[src/rtl/robs_divider.sv]
// robs_divider: sequential signed integer divider, one quotient bit per clock
// (non-restoring). The quotient truncates toward zero and the remainder takes
// the sign of the dividend. Divide-by-zero and most-negative / -1 overflow are
// flagged.
// Optional feature macro: ROBS_DIV_ONE_FAST_EN. When it is defined, a divisor
// of +1 or -1 bypasses the iteration loop.
module robs_divider #(
   parameter int WIDTH = 8
) (
   input  logic                    clk,
   input  logic                    reset,
   input  logic                    start,
   input  logic signed [WIDTH-1:0] dividend,
   input  logic signed [WIDTH-1:0] divisor,
   output logic signed [WIDTH-1:0] quotient,
   output logic signed [WIDTH-1:0] remainder,
   output logic                    busy,
   output logic                    done,
   output logic                    dbz,
   output logic                    ovf
);

   localparam int CW = $clog2(WIDTH + 1);
   localparam logic [WIDTH-1:0] MOST_NEG = {1'b1, {(WIDTH-1){1'b0}}};
   localparam logic [WIDTH-1:0] ONE      = {{(WIDTH-1){1'b0}}, 1'b1};

   typedef enum logic [2:0] {
      S_IDLE,
      S_LOAD,
      S_ITER,
      S_FIX,
      S_SIGN,
      S_DONE
   } state_t;

   state_t                 state;
   logic signed [WIDTH-1:0] dvd_r;
   logic signed [WIDTH-1:0] dsr_r;
   logic [WIDTH-1:0]        m_r;
   logic [WIDTH-1:0]        q_r;
   logic signed [WIDTH:0]   a_r;
   logic [CW-1:0]           cnt;
   logic                    div0;

   logic signed [WIDTH:0]   m_ext;
   logic signed [WIDTH:0]   a_sh;
   logic signed [WIDTH:0]   a_nx;

   // Two's-complement negation at WIDTH bits.
   function automatic logic [WIDTH-1:0] neg_w(input logic [WIDTH-1:0] x);
      return (~x) + ONE;
   endfunction

   // Magnitude as a WIDTH-bit unsigned value. The most-negative input maps to 2^(WIDTH-1).
   function automatic logic [WIDTH-1:0] abs_w(input logic [WIDTH-1:0] x);
      return x[WIDTH-1] ? neg_w(x) : x;
   endfunction

   assign m_ext = $signed({1'b0, m_r});

   // One non-restoring step: shift {A,Q} left, then add or subtract M by the old sign of A.
   always_comb begin
      a_sh = $signed({a_r[WIDTH-1:0], q_r[WIDTH-1]});
      a_nx = a_sh;
      if (a_r[WIDTH])
         a_nx = a_sh + m_ext;
      else
         a_nx = a_sh - m_ext;
   end

   // Control FSM and datapath registers. Results load in SIGN and hold until the next accepted start.
   always_ff @(posedge clk or negedge reset) begin
      if (!reset) begin
         state     <= S_IDLE;
         dvd_r     <= '0;
         dsr_r     <= '0;
         m_r       <= '0;
         q_r       <= '0;
         a_r       <= '0;
         cnt       <= '0;
         div0      <= 1'b0;
         quotient  <= '0;
         remainder <= '0;
         busy      <= 1'b0;
         done      <= 1'b0;
         dbz       <= 1'b0;
         ovf       <= 1'b0;
      end else begin
         done <= 1'b0;
         case (state)
            S_IDLE, S_DONE: begin
               if (start) begin
                  dvd_r <= dividend;
                  dsr_r <= divisor;
                  div0  <= 1'b0;
                  dbz   <= 1'b0;
                  ovf   <= 1'b0;
                  busy  <= 1'b1;
                  state <= S_LOAD;
               end else begin
                  state <= S_IDLE;
               end
            end

            S_LOAD: begin
               m_r <= abs_w(dsr_r);
               q_r <= abs_w(dvd_r);
               a_r <= '0;
               cnt <= CW'(WIDTH);
               if (dsr_r == '0) begin
                  // Special cases bypass the loop and load their results in SIGN.
                  div0  <= 1'b1;
                  state <= S_SIGN;
               end
`ifdef ROBS_DIV_ONE_FAST_EN
               else if (abs_w(dsr_r) == ONE) begin
                  // With A = 0 and Q = |dividend|, SIGN produces +/-dividend remainder 0.
                  state <= S_SIGN;
               end
`endif
               else begin
                  state <= S_ITER;
               end
            end

            S_ITER: begin
               a_r <= a_nx;
               q_r <= {q_r[WIDTH-2:0], ~a_nx[WIDTH]};
               cnt <= cnt - 1'b1;
               if (cnt == CW'(1))
                  state <= S_FIX;
            end

            S_FIX: begin
               if (a_r[WIDTH])
                  a_r <= a_r + m_ext;
               state <= S_SIGN;
            end

            S_SIGN: begin
               if (div0) begin
                  quotient  <= '1;
                  remainder <= dvd_r;
                  dbz       <= 1'b1;
                  ovf       <= 1'b0;
               end else begin
                  quotient  <= (dvd_r[WIDTH-1] ^ dsr_r[WIDTH-1]) ? neg_w(q_r) : q_r;
                  remainder <= dvd_r[WIDTH-1] ? neg_w(a_r[WIDTH-1:0]) : a_r[WIDTH-1:0];
                  ovf       <= (dvd_r == MOST_NEG) && (dsr_r == '1);
               end
               busy  <= 1'b0;
               done  <= 1'b1;
               state <= S_DONE;
            end

            default: state <= S_IDLE;
         endcase
      end
   end

endmodule

[config.mk]
export PLATFORM = sky130hd
export DESIGN_NAME = robs_divider
export DESIGN_NICKNAME = d
export VERILOG_FILES = /design/src/rtl/robs_divider.sv
export SDC_FILE = /design/constraint.sdc
export NUM_CORES = 1
export LEC_CHECK = 0
export BUFFER_PORTS_ARGS = -buffer_cell sky130_fd_sc_hd__buf_2
export CAP_MARGIN = 20
export CORE_ASPECT_RATIO = 0.6
export CORE_MARGIN = 1.5
export CORE_UTILIZATION = 45
export CTS_CLUSTER_SIZE = 14
export DETAILED_ROUTE_END_ITERATION = 10
export PLACE_DENSITY = 0.71
export SETUP_SLACK_MARGIN = 0.4
export SYNTH_ARGS = -nofsm -noshare
export SYNTH_HDL_FRONTEND = slang
export SYNTH_SLANG_ARGS = --single-unit
[constraint.sdc]
create_clock -name clk -period 3.6 [get_ports clk]
set_input_delay 0.72 -clock clk [delete_from_list [all_inputs] [get_ports clk]]
set_output_delay 0.72 -clock clk [all_outputs]
set_load 0.01 [all_outputs]
==> reports/metrics.yaml <==
placement:
  io_buffers: 38
  dp_hpwl_um: 8540
  place_congestion: 0.911
  place_inst: 624
routing:
  vias: 3628
  routed_wl_um: 11400
  viasPerCell: 5.66
  drtPass1Iterations: 4
  drt_iter0_drc: 321
  drc_errors: 0
  routedWlPerCell_um: 17.8
  ant_nets: 0
cells_and_area:
  nets: 551
  drive_gt1_share_pct: 16.4
  fin_cells: 641
  antennaDiodeCount: 0
  syn_to_final_growth_pct: 14.1
pwr:
  p_total_uw: 5660
  p_sw_uw: 2640
  p_sw_share_pct: 46.6
  p_seq_share_pct: 29.8
  pwr_density_cell_nw_per_um2: 1140
  clkPwrFrac_pct: 15.7
  p_int_uw: 3030
  ir_drop_uv: 385
  p_leak_uw: 0.00222
  pwr-share-comb_pct: 54.6
synthesis:
  synth-seq-cells: 69
  syn-num-nets: 514
  synth_top_family_by_area: "compound AO/OA/AOI/OAI gates"
  yosys.area.top_type: "dfrtp_1"
  synthArstFlopShare_pct: 100
  netlist_area_um2: 4360
  yosys.area_share.simple_pct: 17.6
  yosysMostFrequentCell: "dfrtp_1"
  syn_inst: 469
  synth_edf_count: 0
  synth-xor-area-share_pct: 6.63
  yosys_most_used_dff: "dfrtp_1"
  synth_compound_area_share_pct: 17.7
  synth_top_area_share_pct: 39.6
  synthDistinctLibCells: 65
  synthMuxAreaShare_pct: 6.37
  syn_area_per_cell_um2: 9.30
  synthAdderAreaFrac_pct: 8.03
  synth_common_cells: "dfrtp_1, nand2_1, o21ai_0"
  yosys-top-cells-area: "dfrtp_1, ha_1, o21ai_0, nand2_1, xor2_1"
  yosysSeqAreaShare_pct: 39.6
  yosysWarnings: 0
run:
  maxCapViolCount: 0
clock_tree:
  cts-resized-gates: 0
  cts.path.max_buffers: 2
  cts_buffers: 9
  cts_root_buf: "clkbuf_16"
  htree_num_levels: 3
  cts_tree: "done"
  path_clk_slew_ns: 0.06
  postCtsHoldBufs: 0
  cts_sinks: 69
  post-cts-setup-buffers: 0
  clk_latency_ns: 0.34
critical_path:
  required_ns: 3.81
  critPathLaunchType: "flop"
  cp_max_fo: 9
  worstPathArrival_ns: 3.12
  cp-end-kind: "flop"
  worstSetupPathType: "reg -> reg"
floorplan:
  start_util_pct: 46.9
  design.core.area_um2: 9290
  fp.dieW_um: 130
  pin_count: 39
  die_h_um: 79.3
  die-area_um2: 10300
  row_count: 27
sta:
  layout_min_cycle_time_ns: 2.91
  setup_violations: 0
  post-route-period-util_pct: 81.0
  max_slew_margin_pct: 30.2
  report.final.slew_viol_count: 0
  fin_setup_tns_ns: 0
  hold_violations: 0
  fin_hold_ws_ns: 0.399
  rsz0062_at_grt: "no"
  tightest_slew_ns: 1.04
  fmax_ghz: 0.343
  skew_ns: 0.00646
global_route:
  first_global_vias: 3426
  grt_pass1_wl_um: 18700
  grt_overflow: 0
  antenna_found_initial: 0
  grt_usage_pct: 24.5
  grt_max_degree: 46
outcome:
  outcome: "finished, final reports clean"
min_path:
  hold_class: "in -> async"
layout make-up:
| type | count | area (um^2) |
|---|---|---|
| clock buffer | 12 | 246 |
| clock inverter | 4 | 47.5 |
| fill | 840 | 4320 |
| inverter | 23 | 86.3 |
| multi-input combinational | 360 | 2460 |
| sequential | 69 | 1730 |
| tap | 130 | 163 |
| timing repair buffer | 43 | 248 |
power by group through the flow:
stage	Clock (uW)	Combinational (uW)	Sequential, uW
after floorplan	0	2380	1490
after global placement	0	2940	1660
after detailed placement	0	3020	1680
after CTS	900	3040	1670
after global routing	939	3470	1750
final	886	3090	1680
kinds of logic after synthesis:
logic type,after synthesis
flip-flops,69
buffers and inverters,40
adder cells (fa/ha/maj),27
AO/OA/AOI/OAI,121
multiplexers,26
AND/OR/NAND/NOR,153
XOR/XNOR,33
final timing paths:
kind,from,endpoint,slack [ns],depth (start not counted)
min in group clk,remainder[7]$_DFFE_PN0P_,remainder[7]$_DFFE_PN0P_,0.47,2
worst max register to register,m_r[2]$_DFFE_PN0P_,a_r[7]$_DFFE_PN0P_,0.69,10
max in group asynchronous,reset,q_r[6]$_DFFE_PN0P_,2.40,3
worst max-delay path,m_r[2]$_DFFE_PN0P_,a_r[7]$_DFFE_PN0P_,0.69,10
worst min register to register,remainder[7]$_DFFE_PN0P_,remainder[7]$_DFFE_PN0P_,0.47,2
worst min-delay path,reset,remainder[3]$_DFFE_PN0P_,0.40,1
worst max-delay path, cell delays in order, from the launching register on:
cell and delay [ns]:
dfrtp_1 0.45, nor3_1 0.35, and3_1 0.23, nor2_1 0.05, xnor2_1 0.14, ha_1 0.42
and2_1 0.18, or3b_1 0.39, and4_4 0.20, o41ai_2 0.26, o31ai_1 0.11
layer usage:
| layer | track usage, % | vias up | wire length [um] |
|---|---|---|---|
| met5 | 0 | - | 0 |
| met4 | 6.11 | 0 | 134 |
| met3 | 7.68 | 14 | 939 |
| met2 | 31.2 | 134 | 4280 |
| met1 | 38.6 | 1733 | 6080 |
| li1 | - | 1747 | - |
cells in the final DEF, fill, tap and decap left out, types with 12 or more instances in the layout:
cell type,n
nand2_1,48
a21oi_1,25
xnor2_1,14
mux2i_1,12
o21ai_0,43
inv_1,20
nor2_1,41
dfrtp_1,69
mux2_2,13
buf_2,38
xor2_1,19
ha_1,24
nand2b_1,12
sequential cells by signal, indices dropped and copies added, names as in the netlist:
signal and count:
q_r 8, dbz 1, done 1, a_r 9, ovf 1, div0 1, m_r 8, cnt 4
remainder 8, dvd_r 8, state 3, busy 1, quotient 8, dsr_r 8
through the flow:
step	setup WS [ns]	area, um^2	utilization [%]
after global placement	0.799	4650	50.1
final	0.685	4970	53.5
after floorplan	1.02	4360	-
after global routing	0.535	4970	53.5
after detailed placement	0.725	4650	50.1
after CTS	0.713	4950	53.2
No activity file was read; power rests on OpenSTA's default activity.
